[src/rtl/triangle_pkg.sv]
// Shared types and constants for the triangle-wave tracker.
package triangle_pkg;

  typedef enum logic [1:0] {
    IDLE       = 2'd0,
    PRIME      = 2'd1,
    TRACK_UP   = 2'd2,
    TRACK_DOWN = 2'd3
  } tri_state_t;

  localparam logic DIR_UP   = 1'b1;
  localparam logic DIR_DOWN = 1'b0;

endpackage

[src/rtl/comparator_eq.sv]
// Width-parameterised equality comparator.
module comparator_eq #(
  parameter int W = 8
) (
  input  logic [W-1:0] a,
  input  logic [W-1:0] b,
  output logic         eq
);

  assign eq = (a == b);

endmodule

[src/rtl/sat_counter.sv]
// Width-W up counter with synchronous clear that sticks at all-ones instead of wrapping.
module sat_counter #(
  parameter int W = 16
) (
  input  logic         clk,
  input  logic         rst,
  input  logic         clr,
  input  logic         en,
  output logic [W-1:0] cnt
);

  logic [W-1:0] cnt_q;
  logic [W-1:0] cnt_d;

  always_comb begin
    cnt_d = cnt_q;
    if (clr) begin
      cnt_d = '0;
    end else if (en && !(&cnt_q)) begin
      cnt_d = cnt_q + W'(1);
    end
  end

  always_ff @(posedge clk) begin
    if (!rst) begin
      cnt_q <= '0;
    end else begin
      cnt_q <= cnt_d;
    end
  end

  assign cnt = cnt_q;

endmodule

[src/rtl/triangle_tracker.sv]
// Locks onto an ideal up/down triangle stream, flags turnarounds and bad steps,
// and measures the trough-to-trough period in accepted samples.
module triangle_tracker
  import triangle_pkg::*;
#(
  parameter int N        = 8,
  parameter int PERIOD_W = 16
) (
  input  logic                clk,
  input  logic                rst,
  input  logic                ena,
  input  logic [N-1:0]        sample,
  output logic                dir_up,
  output logic                locked,
  output logic                peak_pulse,
  output logic                trough_pulse,
  output logic [PERIOD_W-1:0] period,
  output logic                period_valid,
  output logic                step_error
);

  localparam logic [N:0] ONE_EXT = {{N{1'b0}}, 1'b1};

  function automatic logic [PERIOD_W-1:0] sat_inc(input logic [PERIOD_W-1:0] v);
    return (&v) ? v : v + PERIOD_W'(1);
  endfunction

  tri_state_t          state_q, state_d;
  logic [N-1:0]        prev_q, prev_d;
  logic                have_trough_q, have_trough_d;
  logic [PERIOD_W-1:0] period_q, period_d;
  logic                dir_up_q, dir_up_d;
  logic                locked_q, locked_d;
  logic                peak_q, peak_d;
  logic                trough_q, trough_d;
  logic                pvalid_q, pvalid_d;
  logic                err_q, err_d;
  logic                cnt_clr, cnt_en;
  logic [PERIOD_W-1:0] count;

  // Extra top bit keeps 2^N-1 -> 0 and 0 -> 2^N-1 from looking like legal steps.
  logic [N:0] prev_ext, samp_ext, prev_plus1, samp_plus1;
  logic       is_up, is_down;

  assign prev_ext   = {1'b0, prev_q};
  assign samp_ext   = {1'b0, sample};
  assign prev_plus1 = prev_ext + ONE_EXT;
  assign samp_plus1 = samp_ext + ONE_EXT;

  comparator_eq #(.W(N+1)) u_cmp_up (
    .a  (samp_ext),
    .b  (prev_plus1),
    .eq (is_up)
  );

  comparator_eq #(.W(N+1)) u_cmp_down (
    .a  (samp_plus1),
    .b  (prev_ext),
    .eq (is_down)
  );

  sat_counter #(.W(PERIOD_W)) u_count (
    .clk (clk),
    .rst (rst),
    .clr (cnt_clr),
    .en  (cnt_en),
    .cnt (count)
  );

  always_comb begin
    state_d       = state_q;
    prev_d        = prev_q;
    have_trough_d = have_trough_q;
    period_d      = period_q;
    peak_d        = 1'b0;
    trough_d      = 1'b0;
    pvalid_d      = 1'b0;
    err_d         = 1'b0;
    cnt_clr       = 1'b0;
    cnt_en        = 1'b0;

    if (ena) begin
      prev_d = sample;
      case (state_q)
        IDLE: begin
          state_d       = PRIME;
          cnt_clr       = 1'b1;
          have_trough_d = 1'b0;
        end
        PRIME: begin
          if (is_up)        state_d = TRACK_UP;
          else if (is_down) state_d = TRACK_DOWN;
          else              err_d   = 1'b1;
        end
        TRACK_UP: begin
          cnt_en = 1'b1;
          if (is_down) begin
            state_d = TRACK_DOWN;
            peak_d  = 1'b1;
          end else if (!is_up) begin
            err_d = 1'b1;
          end
        end
        TRACK_DOWN: begin
          cnt_en = 1'b1;
          if (is_up) begin
            state_d  = TRACK_UP;
            trough_d = 1'b1;
            // The trough sample itself closes the period, hence the +1.
            if (have_trough_q) begin
              period_d = sat_inc(count);
              pvalid_d = 1'b1;
            end
            cnt_clr       = 1'b1;
            have_trough_d = 1'b1;
          end else if (!is_down) begin
            err_d = 1'b1;
          end
        end
        default: state_d = IDLE;
      endcase

      if (err_d) begin
        state_d       = PRIME;
        cnt_clr       = 1'b1;
        have_trough_d = 1'b0;
      end
    end

    dir_up_d = (state_d == TRACK_UP) ? DIR_UP : DIR_DOWN;
    locked_d = (state_d == TRACK_UP) || (state_d == TRACK_DOWN);
  end

  always_ff @(posedge clk) begin
    if (!rst) begin
      state_q       <= IDLE;
      prev_q        <= '0;
      have_trough_q <= 1'b0;
      period_q      <= '0;
      dir_up_q      <= 1'b0;
      locked_q      <= 1'b0;
      peak_q        <= 1'b0;
      trough_q      <= 1'b0;
      pvalid_q      <= 1'b0;
      err_q         <= 1'b0;
    end else begin
      state_q       <= state_d;
      prev_q        <= prev_d;
      have_trough_q <= have_trough_d;
      period_q      <= period_d;
      dir_up_q      <= dir_up_d;
      locked_q      <= locked_d;
      peak_q        <= peak_d;
      trough_q      <= trough_d;
      pvalid_q      <= pvalid_d;
      err_q         <= err_d;
    end
  end

  assign dir_up       = dir_up_q;
  assign locked       = locked_q;
  assign peak_pulse   = peak_q;
  assign trough_pulse = trough_q;
  assign period       = period_q;
  assign period_valid = pvalid_q;
  assign step_error   = err_q;

endmodule

[config.mk]
export PLATFORM = sky130hd
export DESIGN_NAME = triangle_tracker
export DESIGN_NICKNAME = d
export VERILOG_FILES = /design/src/rtl/triangle_pkg.sv /design/src/rtl/comparator_eq.sv /design/src/rtl/sat_counter.sv /design/src/rtl/triangle_tracker.sv
export SDC_FILE = /design/constraint.sdc
export NUM_CORES = 1
export LEC_CHECK = 0
export ABC_AREA = 1
export CAP_MARGIN = 20
export CORE_MARGIN = 3
export CORE_UTILIZATION = 50
export DETAILED_ROUTE_END_ITERATION = 6
export DONT_BUFFER_PORTS = 1
export PLACE_DENSITY = 0.73
export SYNTH_ARGS = -nofsm -noshare
export SYNTH_HDL_FRONTEND = slang
export SYNTH_SLANG_ARGS = --single-unit
[constraint.sdc]
create_clock -name clk -period 5.4 [get_ports clk]
set_clock_uncertainty 0.1 [all_clocks]
set_input_delay 0.81 -clock clk [delete_from_list [all_inputs] [get_ports clk]]
set_output_delay 0.81 -clock clk [all_outputs]
set_load 0.03 [all_outputs]
==> out/metrics.cfg, run 1 <==
[synthesis]
syn_inst=434
ys_top_cells_by_count=nand2_1 (128), inv_1 (53), dfxtp_1 (49)
yosys.area.top_type_share_pct=34.1
synth_area_per_cell_um2=6.63
synth.distinct_cells=31
synth_area_mm2=0.00288
synth_most_common_cell=nand2_1
ys.flop_type=dfxtp_1
synth.yosys.seq_area_share_pct=34.1
ys_async_sr_fraction_pct=0
yosys_warnings=0
synth_nets=453
ys_seq_elements=49
yosys-top-cells-area=dfxtp_1 (34%), nand2_1 (17%), inv_1 (6.9%)
yosys.area.top_type=dfxtp_1
synth_edf_count=0

[pwr]
p_per_area_mw_per_mm2=250
irDropWorstVdd_v=0.000186
power_leakage_nw=1.45

[grt]
grt_max_degree=24
grt_pass1_wl_um=10500
grt_overflow=0
antenna_found_initial=0
grt_pass1_vias=2452
grt_util_all_layers_pct=19.7

[sta]
worst_pin_slew_ns=0.450
fin_crit_sh_pct=46.7
setup_violations=0
rsz0062_at_grt=false
setup_tns_ns=0
holdWs_ns=0.413
max_slew_margin_pct=70.0
fmax_ghz=0.397
drv_slew=0
hold_violations=0
period_needed_ns=2.52
worst_slack_ns=2.88

[run]
maxCapViolations=0

[clock_tree]
worst_skew_pair.late_latency_ns=0.30
cts_setup_buffers=0
cts_buffers=5
clkTransAtPathRegs_ns=0.09
cts.path.max_buffers=2
post_cts_resized=0
root_buffer=clkbuf_8
clock_sinks=49
htree_levels=2
cts_tree=done
holdBufCountCts=0

[critical_path]
endpoint_kind=flop
critPathMaxFanout=14
critPathKind=reg -> reg
start_kind=flop
critPathMaxStageDelay_ns=0.43
critical-path-slowest-cell=dfxtp_1
r2r-start=prev_q[1]
cpMostUsedCell=nor2_1
startpoint=prev_q[1]
cp_cell_sequence=ha_1 > nor2_1 > nor2_1 > nor2_1 > nand3_1 > nor2_1 > nand3_4 > nor2_4 > nand3_2 > inv_2 > nand2_1 > o21ai_1 > inv_1
arrival_ns=2.62
cp.required_ns=5.50
reg2reg_depth=13

[layout]
antenna_cells=0
layout-drive-gt1-share_pct=8.80
area_growth_pct=4.57
final_cells=502
fillerInstances=524
stdcell_area_mm2=0.00301
nets=450

[floorplanning]
io_pins=33
rows=26
coreArea_mm2=0.00534
start_util_pct=53.9
die_w_um=81.9
die_area_mm2=0.00670
die_y_um=81.9

[routing]
wl_per_cell_um=11.9
drt-total-wl_um=5980
drt-initial-drc-count=106
vias_per_cell=5.04
postRouteAntennaNets=0
drtPass1Iterations=4
vias=2532
drc=0

[min_path]
hp-class=reg -> reg
hp-start=have_trough_q
hold_depth=2

[run_status]
run_status=finished, final reports clean

[placed_design]
place_area_mm2=0.00289
portBuffers=0
gp_congestion=0.896
dp_slack_ns=2.70
dp_hpwl_um=4580
dp.cells=494

-- routing by layer --
layer | vias to the layer above | global-route usage [%] | wire length [um]
met5 | - | 0 | 0
li1 | 1351 | - | -
met2 | 40 | 35.5 | 2950
met4 | 0 | 5.98 | 78
met3 | 9 | 4.82 | 275
met1 | 1132 | 23.0 | 2670
-- worst max-delay path, delay by kind of cell (launching register included) --
kind	cells	cell delay, ns
AOI/OAI and AO/OA	1	0.14
adders and majority gates	1	0.27
buffers and inverters	2	0.30
DFF	1	0.43
and+or+nand+nor	9	1.19
-- cell families after synthesis --
family | share of synthesized area (%)
xor+xnor | 5.48
buf+inv | 9.96
flops | 34.1
mux | 0.696
simple gates | 36.5
fa+ha+maj | 3.48
compound gates | 9.79
-- cells in the final DEF, fill, tap and decap left out --
master,count
nand2_1,128
inv_1,53
nor4_1,2
o211ai_1,1
nand3_4,1
clkinv_1,1
xnor2_1,4
nand3_2,2
bufinv_16,1
clkbuf_1,1
nand2_2,4
o21ai_2,1
nand2_4,2
nand4_2,1
nor3_1,5
inv_2,3
clkbuf_8,6
nand4_1,3
a21oi_1,20
ha_1,8
dfxtp_1,49
nor2_4,1
o21ai_1,5
nand3_1,25
o21ai_0,28
nor2_1,45
xor2_1,14
mux2i_1,2
nor3_4,1
nor2_2,15
-- sequential cells by signal, summed over array words and instances, names as in the netlist --
signal / flops
period: 16
locked: 1
prev_q: 8
period_valid: 1
u_count.cnt: 16
state_q: 2
step_error: 1
peak_pulse: 1
trough_pulse: 1
have_trough_q: 1
dir_up: 1
-- final cells by class --
class | instances | area [um2] | area share, %
multi-input combinational | 318 | 1610 | 53.5
sequential | 49 | 981 | 32.6
inverter | 57 | 214 | 7.11
tap | 70 | 87.6 | 2.91
clock buffer | 7 | 86.3 | 2.87
clock inverter | 1 | 30.0 | 0.998
-- power by group --
part           total (mW)  switching (mW)  internal, mW  leakage [nW]
clock               0.272           0.121         0.151        0.0585
sequential          0.386          0.0142         0.372         0.398
combinational      0.0925          0.0593        0.0332         0.996
total               0.751           0.194         0.556          1.45
-- metrics by stage --
| step | total power, mW | utilization, % |
|---|---|---|
| global placement | 0.485 | 54.2 |
| detailed placement | 0.487 | 54.2 |
| CTS | 0.757 | 56.4 |
| global route | 0.790 | 56.4 |
| floorplan | 0.476 | - |
| finish | 0.751 | 56.4 |
-- worst paths after layout --
| path | endpoint | slack (ns) |
|---|---|---|
| max | period[13] | 2.88 |
| max reg2reg | period[13] | 2.88 |
| min reg2reg | have_trough_q | 0.41 |
| min | have_trough_q | 0.41 |
(Power assumes the default switching activity.)
==> inputs of run 2 (changes only) <==
ABC_AREA = 0   (was 1)
clock period = 2.35 ns   (was 5.4 ns; I/O delays follow)
==> out/metrics.cfg, run 2 <==
[layout]
layout_commonest_cell=nor2_1
nets=356  ; -21%
layout-drive-gt1-share_pct=22.5  ; +14 points
area_growth_pct=20.8
stdcell_area_mm2=0.00326  ; +8.4%
final_cell_mix=nor2_1 (44), dfxtp_1 (42), buf_4 (29)
antenna_cells=0  ; unchanged
finish.utilization_pct=63.1  ; +6.7 points

[grt]
antenna_found_initial=0  ; unchanged
grt_max_degree=21  ; -13%
grt_pass1_wl_um=10200  ; -3.1%
grt_pass1_vias=2175  ; -11%
grt_overflow=0  ; unchanged
grt_util_all_layers_pct=20.2  ; +0.42 points

[pwr]
p_per_area_mw_per_mm2=492  ; +97%
clkPwrFrac_pct=33.7  ; -2.5 points
p_comb_share_pct=13.0  ; +0.7 points
power_leakage_nw=1.23  ; -16%
power_switching_mw=0.438  ; +130%
seqPwrFrac_pct=53.2  ; +1.8 points
p_int_mw=1.17  ; +110%
p_sw_share_pct=27.3  ; +1.4 points
irDropWorstVdd_v=0.000325  ; +74%

[critical_path]
reg2reg_depth=8  ; -5
critPathMaxFanout=16  ; +2
reg2reg_to=u_count.cnt[12]
r2r-start=prev_q[6]
critPathKind=reg -> reg
arrival_ns=2.44  ; -0.18 ns
start_kind=flop
endpoint_kind=flop
cp.required_ns=2.45  ; -3.05 ns
r2r_setup_slack_ns=0.008  ; -2.87 ns

[synthesis]
yosys.area.top_type=dfxtp_1
synthAdderAreaFrac_pct=3.71  ; +0.23 points
synth_nets=329  ; -27%
yosys-top-cells-area=dfxtp_1 (36%), xnor2_1 (8.1%), nor2_1 (6.1%)
synthXorXnorAreaFrac_pct=13.3  ; +7.8 points
synth_area_per_cell_um2=8.71  ; +31%
synth_edf_count=0  ; unchanged
ys_top_cells_by_count=dfxtp_1 (49), nor2_1 (44), nand2_1 (28)
yosys.area.top_type_share_pct=36.3  ; +2.2 points
ys_seq_elements=49  ; unchanged
syn_inst=310  ; -29%
ys.flop_type=dfxtp_1
yosys_warnings=0  ; unchanged
synth-simple-area-share_pct=23.1  ; -13 points
synth_area_mm2=0.00270  ; -6.1%
synth_most_common_cell=dfxtp_1
synth.yosys.seq_area_share_pct=36.3  ; +2.2 points
synth.distinct_cells=56  ; +81%
synth_mux_area_share_pct=4.45  ; +3.8 points
synth_top_family_by_area=simple AND/OR/NAND/NOR gates
ys_async_sr_fraction_pct=0  ; unchanged
synth_compound_area_share_pct=14.5  ; +4.7 points

[sta]
period_needed_ns=2.34  ; -0.179 ns
worst_pin_slew_ns=0.429  ; -0.0212 ns
hold_violations=0  ; unchanged
fmax_ghz=0.427  ; +7.6%
drv_slew=0  ; unchanged
rsz0062_at_grt=true
max_slew_margin_pct=71.2  ; +1.2 points
setup_violations=0  ; unchanged
fin_crit_sh_pct=99.7  ; +53 points

[clock_tree]
worst_skew_pair.late_latency_ns=0.31  ; about the same
htree_levels=2  ; unchanged
cts.path.max_buffers=2  ; unchanged
cts_buffers=5  ; unchanged
cts_tree=done
clock_sinks=49  ; unchanged
root_buffer=clkbuf_8
clkTransAtPathRegs_ns=0.10  ; about the same

[placed_design]
portBuffers=0  ; unchanged
gp_congestion=0.850  ; -5.2%
place_area_mm2=0.00296  ; +2.4%
dp_hpwl_um=4320  ; -5.5%

[min_path]
hp-class=in -> reg
hp-start=ena
hold_depth=1  ; -1
hold_path_end=state_q[1]

[routing]
wl_per_cell_um=15.6  ; +31%
drt-initial-drc-count=110  ; +3.8%
vias_per_cell=5.61  ; +11%
drc=0  ; unchanged
drt-total-wl_um=6350  ; +6.1%
postRouteAntennaNets=0  ; unchanged
drtPass1Iterations=4  ; unchanged
vias=2290  ; -9.6%

[floorplanning]
rows=26  ; unchanged
die_w_um=79.5  ; -2.9%
start_util_pct=52.2  ; -1.7 points
die_y_um=79.5  ; -2.9%
die_area_mm2=0.00632  ; -5.7%
coreArea_mm2=0.00517  ; -3.0%
io_pins=33  ; unchanged

[run_status]
run_status=finished, final reports clean

[run]
maxCapViolations=0  ; unchanged

## run 2: cell count changes after synthesis, moves of 10 or more
cell / before / now
xnor2_1: 4 / 25
nand3_1: 25 / 12
nor2_2: 15 / 3
inv_1: 53 / 11
mux2i_1: 2 / 12
o21ai_0: 28 / 5
a21oi_1: 20 / 4
nand2_1: 128 / 28
## run 2: cells by family (layout without fill, tap and decap cells)
kind of cell | Yosys count | count (layout)
XOR/XNOR | 41 | 41
multiplexers | 12 | 12
AO/OA/AOI/OAI | 46 | 46
adder cells (fa/ha/maj) | 8 | 8
buffers and inverters | 26 | 54
flip-flops | 49 | 49
AND/OR/NAND/NOR | 128 | 128
## run 2: stage by stage
step           power [mW]  setup TNS, ns  setup slack [ns]  std cells  hold WS (ns)
2_1_floorplan        1.01              0           0.00633        310         0.357
3_3_place_gp         1.06          -2.87            -0.126        392         0.368
3_5_place_dp         1.06          -4.67            -0.218        392         0.373
4_1_cts              1.61              0           0.00740        402        0.0429
5_1_grt              1.68          -1.14           -0.0695        408        0.0329
6_report             1.61              0           0.00784        408        0.0560
## run 2: worst max path at each step
| stage | startpoint | to | slack (ns) | cells past startpoint |
|---|---|---|---|---|
| after floorplan | sample[6] | period[12] | 0.006 | 9 |
| after global placement | sample[5] | u_count.cnt[7] | -0.13 | 7 |
| after detailed placement | prev_q[0] | u_count.cnt[0] | -0.22 | 7 |
| final | prev_q[6] | u_count.cnt[12] | 0.008 | 8 |
| after CTS | prev_q[7] | period[2] | 0.007 | 8 |
| after global routing | u_count.cnt[2] | period[15] | -0.07 | 7 |
## run 2: final cells by class
type	count	area [um2]
fillers	429	1910
multi-input cells	235	1700
flip-flops and latches	49	992
repair buffers	35	342
well taps	70	87.6
clock buffers	5	68.8
inverters	11	41.3
clock inverters	3	28.8
## run 2: per-layer routing
layer,wire length [um],share of wire [%],global-route usage (%)
met1,2960,47,27.4
met2,2970,47,30.6
met3,375,5.9,5.98
met4,45,0.71,6.19
met5,0,0,0
## run 2: power groups by stage
stage               sequential (mW)  combinational (mW)  clock (mW)
floorplan                     0.871               0.143           0
global placement              0.871               0.184           0
detailed placement            0.872               0.187           0
CTS                           0.854               0.203       0.555
global route                  0.857               0.226       0.595
finish                        0.855               0.209       0.542
## run 2: critical path: stages (launching register included)
cell and delay [ns]:
dfxtp_2 0.35, or3b_4 0.40, a2111oi_4 0.29, o21ba_4 0.20
o41ai_1 0.37, a31oi_1 0.19, o31ai_4 0.11, buf_12 0.18
nor2_1 0.05
## run 2: repair_timing
item                       CTS  global route
gates resized for setup     13             9
pin swaps                    5             4
hold buffers                 0             0
setup endpoints to repair   34            35
setup buffers                1             5
cloned                       1             1
